===== src/rtl/alu_arbiter.sv =====
// alu_arbiter: shares one combinational ALU between two requesters.
// Round-robin grant in IDLE, one EXEC cycle for the ALU to settle on the
// registered operands, then a held response to the granted port.
//
// Handshakes: a transfer on any valid/ready pair happens on a rising clk edge
// where both valid and ready are high. A requester holds valid and payload
// stable until ready; the arbiter holds resp valid/result/zero stable until
// the owner's resp ready.
module alu_arbiter #(
  parameter int DATA_W = 32,
  parameter int SEL_W  = 4
) (
  input  logic              clk,
  input  logic              rst,
  // requester 0 (execute-stage sequencer)
  input  logic              req0_valid,
  output logic              req0_ready,
  input  logic [DATA_W-1:0] req0_a,
  input  logic [DATA_W-1:0] req0_b,
  input  logic [SEL_W-1:0]  req0_sel,
  output logic              resp0_valid,
  input  logic              resp0_ready,
  output logic [DATA_W-1:0] resp0_result,
  output logic              resp0_zero,
  // requester 1 (address/branch-compare unit)
  input  logic              req1_valid,
  output logic              req1_ready,
  input  logic [DATA_W-1:0] req1_a,
  input  logic [DATA_W-1:0] req1_b,
  input  logic [SEL_W-1:0]  req1_sel,
  output logic              resp1_valid,
  input  logic              resp1_ready,
  output logic [DATA_W-1:0] resp1_result,
  output logic              resp1_zero,
  // ALU side
  output logic [DATA_W-1:0] alu_a,
  output logic [DATA_W-1:0] alu_b,
  output logic [SEL_W-1:0]  alu_sel,
  input  logic [DATA_W-1:0] alu_out,
  input  logic              alu_zero,
  // FSM state for observation
  output logic [1:0]        dbg_state
);

  typedef enum logic [1:0] {
    IDLE = 2'd0,
    EXEC = 2'd1,
    RESP = 2'd2
  } state_t;

  state_t            state;
  logic              owner;
  logic              last_grant;
  logic [DATA_W-1:0] result_q;
  logic              zero_q;

  logic              grant_valid;
  logic              grant_port;
  logic              resp_fire;

  // Round-robin grant; only offered in IDLE and never while reset is applied.
  always_comb begin
    grant_valid = 1'b0;
    grant_port  = 1'b0;
    if (state == IDLE && !rst) begin
      if (req0_valid && req1_valid) begin
        grant_valid = 1'b1;
        grant_port  = ~last_grant;
      end else if (req0_valid) begin
        grant_valid = 1'b1;
        grant_port  = 1'b0;
      end else if (req1_valid) begin
        grant_valid = 1'b1;
        grant_port  = 1'b1;
      end
    end
  end

  assign req0_ready = grant_valid && !grant_port;
  assign req1_ready = grant_valid && grant_port;

  // Only the owner's resp ready can close the response; the other is ignored.
  assign resp_fire = (state == RESP) && (owner ? resp1_ready : resp0_ready);

  assign resp0_valid  = (state == RESP) && !owner;
  assign resp1_valid  = (state == RESP) && owner;
  assign resp0_result = result_q;
  assign resp1_result = result_q;
  assign resp0_zero   = zero_q;
  assign resp1_zero   = zero_q;
  assign dbg_state    = state;

  // Sequencer: operand capture on grant, result capture after EXEC, response hold.
  always_ff @(posedge clk) begin
    if (rst) begin
      state      <= IDLE;
      owner      <= 1'b0;
      last_grant <= 1'b1;
      alu_a      <= '0;
      alu_b      <= '0;
      alu_sel    <= '0;
      result_q   <= '0;
      zero_q     <= 1'b0;
    end else begin
      case (state)
        IDLE: begin
          if (grant_valid) begin
            alu_a      <= grant_port ? req1_a   : req0_a;
            alu_b      <= grant_port ? req1_b   : req0_b;
            alu_sel    <= grant_port ? req1_sel : req0_sel;
            owner      <= grant_port;
            last_grant <= grant_port;
            state      <= EXEC;
          end
        end
        EXEC: begin
          result_q <= alu_out;
          zero_q   <= alu_zero;
          state    <= RESP;
        end
        RESP: begin
          if (resp_fire) state <= IDLE;
        end
        default: state <= IDLE;
      endcase
    end
  end

endmodule


===== config.mk =====
export PLATFORM = sky130hd
export DESIGN_NAME = alu_arbiter
export DESIGN_NICKNAME = d
export VERILOG_FILES = /design/src/rtl/alu_arbiter.sv
export SDC_FILE = /design/constraint.sdc
export NUM_CORES = 1
export LEC_CHECK = 0
export BUFFER_PORTS_ARGS = -buffer_cell sky130_fd_sc_hd__buf_2
export CAP_MARGIN = 20
export CORE_ASPECT_RATIO = 0.5
export CORE_MARGIN = 2
export CORE_UTILIZATION = 30
export DETAILED_ROUTE_END_ITERATION = 16
export PLACE_DENSITY = 0.72
export SLEW_MARGIN = 20
export SYNTH_ARGS = -nofsm -noshare
export SYNTH_HDL_FRONTEND = slang
export SYNTH_SLANG_ARGS = --single-unit

===== constraint.sdc =====
create_clock -name clk -period 1.55 [get_ports clk]
set_clock_uncertainty 0.2 [all_clocks]
set_input_delay 0.155 -clock clk [delete_from_list [all_inputs] [get_ports clk]]
set_output_delay 0.155 -clock clk [all_outputs]
set_load 0.01 [all_outputs]

=== Yosys cells after proc, flatten, opt, wreduce, memory -nomap -nowiden ===
Cells that the tools add are included.

* Bits of input ports: 175
* Register bits after elaboration: 105
* Word-level logic and storage cells: 40
* Output and inout bits: 140

* Multiplexer cells: 14
* Reduce and logical (&&, ||, !) cells: 13
* Bitwise gates (word level): 1
* Equality and inequality tests: 4

{| class="wikitable"
|+ Operator list
! cell !! count
|-
| 2-to-1 mux 32 bit || 2
|-
| 2-to-1 mux 1 bit || 8
|-
| logical AND 1 bit || 7
|-
| one-hot mux 2 bit (3 select lines) || 1
|-
| 2-to-1 mux 2 bit || 2
|-
| 2-to-1 mux 4 bit || 1
|-
| inequality test 2 bit (second input constant) || 2
|-
| AND reduction 2 bit || 2
|-
| zero test 1 bit || 3
|-
| == test 2 x 1 -> 1 bit (second input constant) || 1
|-
| == test 2 bit (second input constant) || 1
|-
| zero test 2 bit || 1
|-
| NOT 1 bit || 1
|}

=== Longest topological paths before layout ===
Gate-level depths: netlist of run 1.

* Depth after elaboration: 6
* Mapped depth: 7
* Depth with buffers taken out: 4

=== Worst setup path after synthesis of run 1 ===
No wires, ideal clock.

* Path kind: flip-flop to flip-flop
* From: reg state[1] (netlist: dbg_state[1])
* To: reg alu_b[20]
* Slack: -110 ps
* Arrival time: 1338 ps
* Data required time: 1228 ps
* Library setup time: 122 ps
* Path buffers: 2
* Clock period less this slack: 1660 ps
* Stages on the path, launching flop included: 6
* Cell sequence: dfxtp_1 nor3_4 and3_1 buf_6 buf_6 a221o_1

* Word-level cells in the longest chain between the ends: 4
* Elaborated cells on any way between the ends: 6
* Those cells by class: mux: 3; reduce/logical: 3

{| class="wikitable"
|+ RTL lines
! what !! line !! source
|-
| start, declared || 51 || <nowiki>state_t state;</nowiki>
|-
| start signal, assigned || 96 || <nowiki>state <= IDLE;</nowiki>
|-
| start signal, assigned || 113 || <nowiki>state <= EXEC;</nowiki>
|-
| start signal, assigned || 119 || <nowiki>state <= RESP;</nowiki>
|-
| zero test 2 bit * || 65, 105 ||
|-
| logical AND 1 bit || 65 || <nowiki>if (state == IDLE && !rst) begin</nowiki>
|-
| 2-to-1 mux 1 bit || 65 ||
|-
| 2-to-1 mux 32 bit / AND reduction 2 bit (equally long branches) || - ||
|-
| end signal, assigned || 109 || <nowiki>alu_b <= grant_port ? req1_b : req0_b;</nowiki>
|-
| end, declared || 37 || <nowiki>output logic [DATA_W-1:0] alu_b,</nowiki>
|}

Every way passes the cells marked *; elsewhere a longest branch is shown, timed or not.
A chain may end at the register's enable or synchronous reset.

=== Final worst setup path of run 1 ===
* From: reg state[0] (netlist: dbg_state[0])
* To: out req0_ready

* Word-level cells in the longest chain between the ends: 5
* Elaborated cells on any way between the ends: 6
* Those cells by class: mux: 2; reduce/logical: 4

{| class="wikitable"
|+ RTL lines
! what !! line !! source
|-
| zero test 2 bit * || 65 ||
|-
| logical AND 1 bit * || 65 ||
|-
| 2-to-1 mux 1 bit || 65 ||
|-
| zero test 1 bit || 79 || <nowiki>assign req0_ready = grant_valid && !grant_port;</nowiki>
|-
| logical AND 1 bit * || 79 ||
|-
| end, declared || 17 || <nowiki>output logic req0_ready,</nowiki>
|}

Marked as above.

==> results of run 1 <==
[critical path, stage by stage, from the launching register on]
cell,delay [ns]
dfxtp_2,0.34
nor3_4,0.25
and3_4,0.26
buf_12,0.11
buf_6,0.09
[power groups by stage]
| stage | logic (uW) | clock network (uW) | registers (uW) |
|---|---|---|---|
| floorplan | 721 | 0 | 3290 |
| detailed placement | 1470 | 0 | 3180 |
| global route | 2280 | 2400 | 3160 |
| CTS | 1910 | 2310 | 3120 |
| finish | 2150 | 2260 | 3140 |
| global placement | 1440 | 0 | 3180 |
[registers in the layout, indices dropped and copies added (netlist names)]
| signal | cells |
|---|---|
| alu_a | 32 |
| dbg_state | 2 |
| last_grant | 1 |
| resp0_result | 32 |
| alu_sel | 4 |
| owner | 1 |
| alu_b | 32 |
| resp0_zero | 1 |
[worst paths after layout]
path,from,endpoint,cells after the start
max,dbg_state[0],req0_ready,4
min,rst,resp0_result[6],3
max reg2reg,last_grant,alu_a[29],5
min reg2reg,resp0_result[14],resp0_result[14],2
[layer usage]
layer | wire [um] | up-vias | part of all wire (%)
met5 | 13 | - | 0.063
met4 | 1240 | 2 | 6.1
met3 | 1330 | 115 | 6.5
met2 | 10600 | 375 | 52
met1 | 7260 | 2738 | 35
li1 | - | 2608 | -
[what timing repair did]
action | in CTS | in global routing
hold endpoints to repair | 102 | 0
gates resized for setup | 20 | 19
endpoints found under the setup margin | 55 | 102
cloned | 3 | 7
hold buffers | 171 | 0
pin swaps | 13 | 8
setup buffers | 9 | 2
[area by class of cell]
| cell class | instances | area, um2 |
|---|---|---|
| fillers | 1142 | 6000 |
| repair buffers | 523 | 3900 |
| flip-flops and latches | 105 | 2110 |
| multi-input cells | 271 | 1850 |
| well taps | 198 | 248 |
| clock buffers | 11 | 233 |
| inverters | 18 | 72.6 |
| clock inverters | 4 | 53.8 |
| diodes | 2 | 5.00 |
[cell usage after synthesis]
cell      number  area share (%)
a211o_1        1            0.20
a21bo_2        1            0.23
a21boi_1       1            0.17
a21o_1         1            0.17
a21oi_1       51             5.7
a21oi_2        1            0.20
a221o_1       51              11
and2_1         1            0.14
and3_1        52             7.3
and3b_1        1            0.20
buf_2         11             1.2
buf_4         40             6.8
buf_6          9             2.3
clkbuf_1      19             1.6
dfxtp_1      105              47
inv_1         17             1.4
inv_2          1           0.084
mux2i_1        1            0.23
nand2_1       67             5.7
nand3b_1       1            0.17
nor2_1         1           0.084
nor2b_1        1            0.14
nor3_4         1            0.37
nor3b_1        1            0.17
o211ai_1      17             2.9
o32ai_1       17             3.3
or2_1          1            0.14
or2b_1         2            0.34
[cells by family (layout without fill, tap and decap cells)]
family / count (synthesis) / after routing
AOI/OAI and AO/OA: 141 / 141
buffers and inverters: 97 / 556
DFF: 105 / 105
muxes: 1 / 1
other: 0 / 2
and+or+nand+nor: 129 / 129
[per-stage QoR]
step | utilization (%) | setup slack, ns
floorplan | - | -0.00606
global placement | 41.3 | -0.00211
detailed placement | 41.3 | -0.0336
CTS | 56.6 | -0.188
global route | 58.5 | -0.258
finish | 58.5 | -0.189
==> flow_summary.toml, run 1 <==
[place]
io_buffers = 314
gp_congestion = 0.875
dp.cells = 924
place_area_um2 = 5970
hpwl_um = 10800

[timing]
min_period_over_period_pct = 112
timing.final.ws_setup_ns = -0.189
finalHoldViolCount = 0
finalSetupViolCount = 68
tightestPinTransition_ns = 0.429
max_freq_mhz = 575
fin_hold_ws_ns = 0.141
slew_viol_final = 0
fin_crit_ns = 1.74
fin_setup_tns_ns = -7.51
rsz0062_at_grt = "yes"
slew_headroom_pct = 71.4

[logic_synthesis]
synth-xor-area-share_pct = 0
yosysWarningCount = 0
synth-seq-cells = 105
synth_top_family_by_area = "compound AO/OA/AOI/OAI gates"
seq_area_frac_synth_pct = 47.3
synth_mux_area_share_pct = 0.225
synthesis.instances = 473
synthAdderAreaFrac_pct = 0
yosys.area_share.simple_pct = 14.7
syn_nets = 648
avgSynthCellArea_um2 = 9.40
synth.cell_area_um2 = 4450
synthDistinctLibCells = 28
synth_compound_area_share_pct = 24.4

[cells_and_area]
area_growth_pct = 90.4
mostFrequentLayoutCell = "buf_2"
final_area_um2 = 8470
finalNetCount = 1103
fin_cells = 1132
drive_gt1_share_pct = 41.5
final_cell_mix = "buf_2, dlygate4sd3_1, dfxtp_1"

[global_routing]
met3_usage_pct = 5.75
grt_pass1_wl_um = 29800
grt_max_degree = 53
grt_antenna_before_repair = 3
grt.total_usage_pct = 23.5
grt_pass1_vias = 5865
gr-total-overflow = 0
grt.busiest_layer = "met2"
grt_use_met1_pct = 23.8
grt_use_met2_pct = 43.7

[clock_tree]
cts_max_level = 3
clockBufferDepth = 2
cts_sinks = 105
cts_buffers = 9
clock_latency_ns = 0.33
cts-root-buf = "clkbuf_16"
clkTransAtPathRegs_ns = 0.07
cts_tree = "built"

[status]
violations = "setup timing"
status = "complete, but fails checks"

[floorplan]
die_x_um = 176
dieArea_um2 = 15900
row_count = 31
num_io_pins = 315
core_area_um2 = 14500
initial_core_util_pct = 30.7
die-height_um = 90.1

[pwr]
p_sw_uw = 2180
power_frac_comb_pct = 28.5
p_per_area_nw_per_um2 = 891
p_seq_share_pct = 41.6
vdd_ir_drop_max_mv = 0.535
p_total_uw = 7540
pwr-share-clk_pct = 29.9
power.leakage_uw = 0.00419
intPower_uw = 5370
swShare_pct = 28.8

[critical_path]
critical_path_arrival_ns = 1.38
reg2reg_slack_ns = -0.16
cp-end-kind = "primary output"
worst-setup-path-type = "reg -> out"
cp.required_ns = 1.19
critPathLaunchType = "flip-flop"
crit_fanout = 4

[drt]
wl_per_cell_um = 18.1
drc = 0
drt_iter0_drc = 354
vias_per_cell = 5.16
firstDrtPassIters = 6
ant_nets = 0
routed_wl_um = 20500
num_vias = 5838

[min_path]
hold_path.class = "in -> reg"

[flow_run]
maxCapViolCount = 0
No activity file was read; power rests on OpenSTA's default activity.
==> run 2, diff against run 1 <==
--- a/config.mk
+++ b/config.mk
@@ -7,7 +7,7 @@
 export LEC_CHECK = 0
 export BUFFER_PORTS_ARGS = -buffer_cell sky130_fd_sc_hd__buf_2
 export CAP_MARGIN = 20
-export CORE_ASPECT_RATIO = 0.5
+export CORE_ASPECT_RATIO = 0.7
 export CORE_MARGIN = 2
 export CORE_UTILIZATION = 30
 export DETAILED_ROUTE_END_ITERATION = 16
==> flow_summary.toml, run 2 (synthesis results as in run 1) <==
[timing]
tightestPinTransition_ns = 0.397
finalSetupViolCount = 90
finalHoldViolCount = 0
rsz0062_at_grt = "yes"
max_freq_mhz = 587
fin_crit_ns = 1.70
slew_viol_final = 0
slew_headroom_pct = 73.5
timing.final.ws_setup_ns = -0.153
min_period_over_period_pct = 110
fin_hold_ws_ns = 0.196

[place]
hpwl_um = 10400
io_buffers = 314
dp_slack_ns = -0.0546
gp_congestion = 0.774

[status]
violations = "setup timing"
status = "complete, but fails checks"

[clock_tree]
cts_max_level = 3
clkTransAtPathRegs_ns = 0.08
cts-root-buf = "clkbuf_16"
cts_buffers = 9
clock_latency_ns = 0.34
cts_sinks = 105
cts_tree = "built"
clockBufferDepth = 2

[floorplan]
initial_core_util_pct = 30.5
core_area_um2 = 14600
row_count = 37
num_io_pins = 315
dieArea_um2 = 15800
die_x_um = 150
die-height_um = 106

[global_routing]
grt_max_degree = 52
grt.total_usage_pct = 22.0
grt_pass1_vias = 5273
gr-total-overflow = 0
grt_antenna_before_repair = 0
grt_pass1_wl_um = 27500

[min_path]
hold_path.class = "in -> reg"

[cells_and_area]
drive_gt1_share_pct = 43.5
area_growth_pct = 92.0
mostFrequentLayoutCell = "buf_2"
final_cell_mix = "buf_2, dlygate4sd3_1, dfxtp_1"
finalNetCount = 1107

[pwr]
vdd_ir_drop_max_mv = 0.620
pwr-share-clk_pct = 31.3
p_per_area_nw_per_um2 = 900
power_frac_comb_pct = 28.0
power.leakage_uw = 0.00423
p_sw_uw = 2240
intPower_uw = 5440
swShare_pct = 29.1
p_seq_share_pct = 40.7

[critical_path]
critical_path.top_delay_family = "simple AND/OR/NAND/NOR gates"
cp-end-kind = "flip-flop"
worst-setup-path-type = "reg -> reg"
critPathLaunchType = "flip-flop"
cp.required_ns = 1.57
crit_path_max_incr_delay_ns = 0.37
cpMaxStageDelayCell = "a221o_1"
crit_fanout = 18
critical_path_buf_inv_count = 2
critical_path_arrival_ns = 1.72
cp_cell_sequence = "or2b_1 -> and3_4 -> buf_4 -> buf_12 -> a221o_1"

[flow_run]
maxCapViolCount = 0

[drt]
firstDrtPassIters = 6
drt_iter0_drc = 275
ant_nets = 0
wl_met2_um = 9800
highest_layer = "met4"
wl_per_cell_um = 17.2
vias_per_cell = 4.87
dr_wl_met3_um = 1260
drc = 0
wl_met1_um = 7730
routed_wl_um = 19500
num_vias = 5513
==> run 2: cell count changes in the layout (fill, tap and decap cells not counted), sizes merged <==
cell	previous run	this run
inv	19	21
clkinvlp	2	3
clkinv	0	2
diode	2	1
==> run 2: path summary, 6_finish.rpt <==
check | from | endpoint | slack (ns) | depth (start not counted)
worst min register to register | resp0_result[0] | resp0_result[0] | 0.27 | 2
worst max-delay path | last_grant | alu_sel[2] | -0.15 | 5
worst min-delay path | rst | dbg_state[1] | 0.20 | 3
worst max register to register | last_grant | alu_sel[2] | -0.15 | 5
==> run 2: metal layers <==
| layer | up-vias | global-route usage, % |
|---|---|---|
| met3 | 67 | 4.81 |
| met5 | - | 0 |
| met1 | 2536 | 24.8 |
| met2 | 302 | 39.6 |
| li1 | 2608 | - |
| met4 | 0 | 9.93 |
==> run 2: what timing repair did <==
action                                  in CTS  in global routing
hold endpoints to repair                   102                  0
cloned                                       4                  7
hold buffers                               171                  0
buffers inserted                             7                  2
endpoints found under the setup margin      69                 78
resized for setup                           20                 35
pin swaps                                    6                  8
==> run 2: final cells by class <==
cell class / instances / area [um2]
timing repair buffer: 524 / 3870
fill: 1198 / 6050
antenna: 1 / 2.50
sequential: 105 / 2110
tap: 195 / 244
inverter: 18 / 70.1
clock inverter: 6 / 72.6
multi-input combinational: 271 / 1910
clock buffer: 10 / 239
timing repair inverter: 3 / 22.5
==> run 2: power by group through the flow <==
stage	Clock (uW)	Combinational [uW]	Sequential, uW
2_1_floorplan	0	721	3290
3_3_place_gp	0	1470	3170
3_5_place_dp	0	1480	3170
4_1_cts	2470	1910	3110
5_1_grt	2580	2290	3160
6_report	2400	2150	3130
==> run 2: worst min-delay path, delay by kind of cell <==
| family | cells | cell delay [ns] |
|---|---|---|
| buf+inv | 2 | 0.37 |
| compound gates | 1 | 0.17 |
==> run 2: through the flow <==
stage | TNS [ns] | instance area, um2 | total power, uW | util [%] | cells
after floorplan | -0.0546 | 4450 | 4010 | - | 473
after global placement | -0.399 | 6000 | 4640 | 41.1 | 925
after detailed placement | -0.980 | 6000 | 4650 | 41.1 | 925
after CTS | -6.96 | 8200 | 7490 | 56.2 | 1123
after global routing | -10.77 | 8530 | 8030 | 58.5 | 1132
final | -6.31 | 8540 | 7680 | 58.5 | 1133
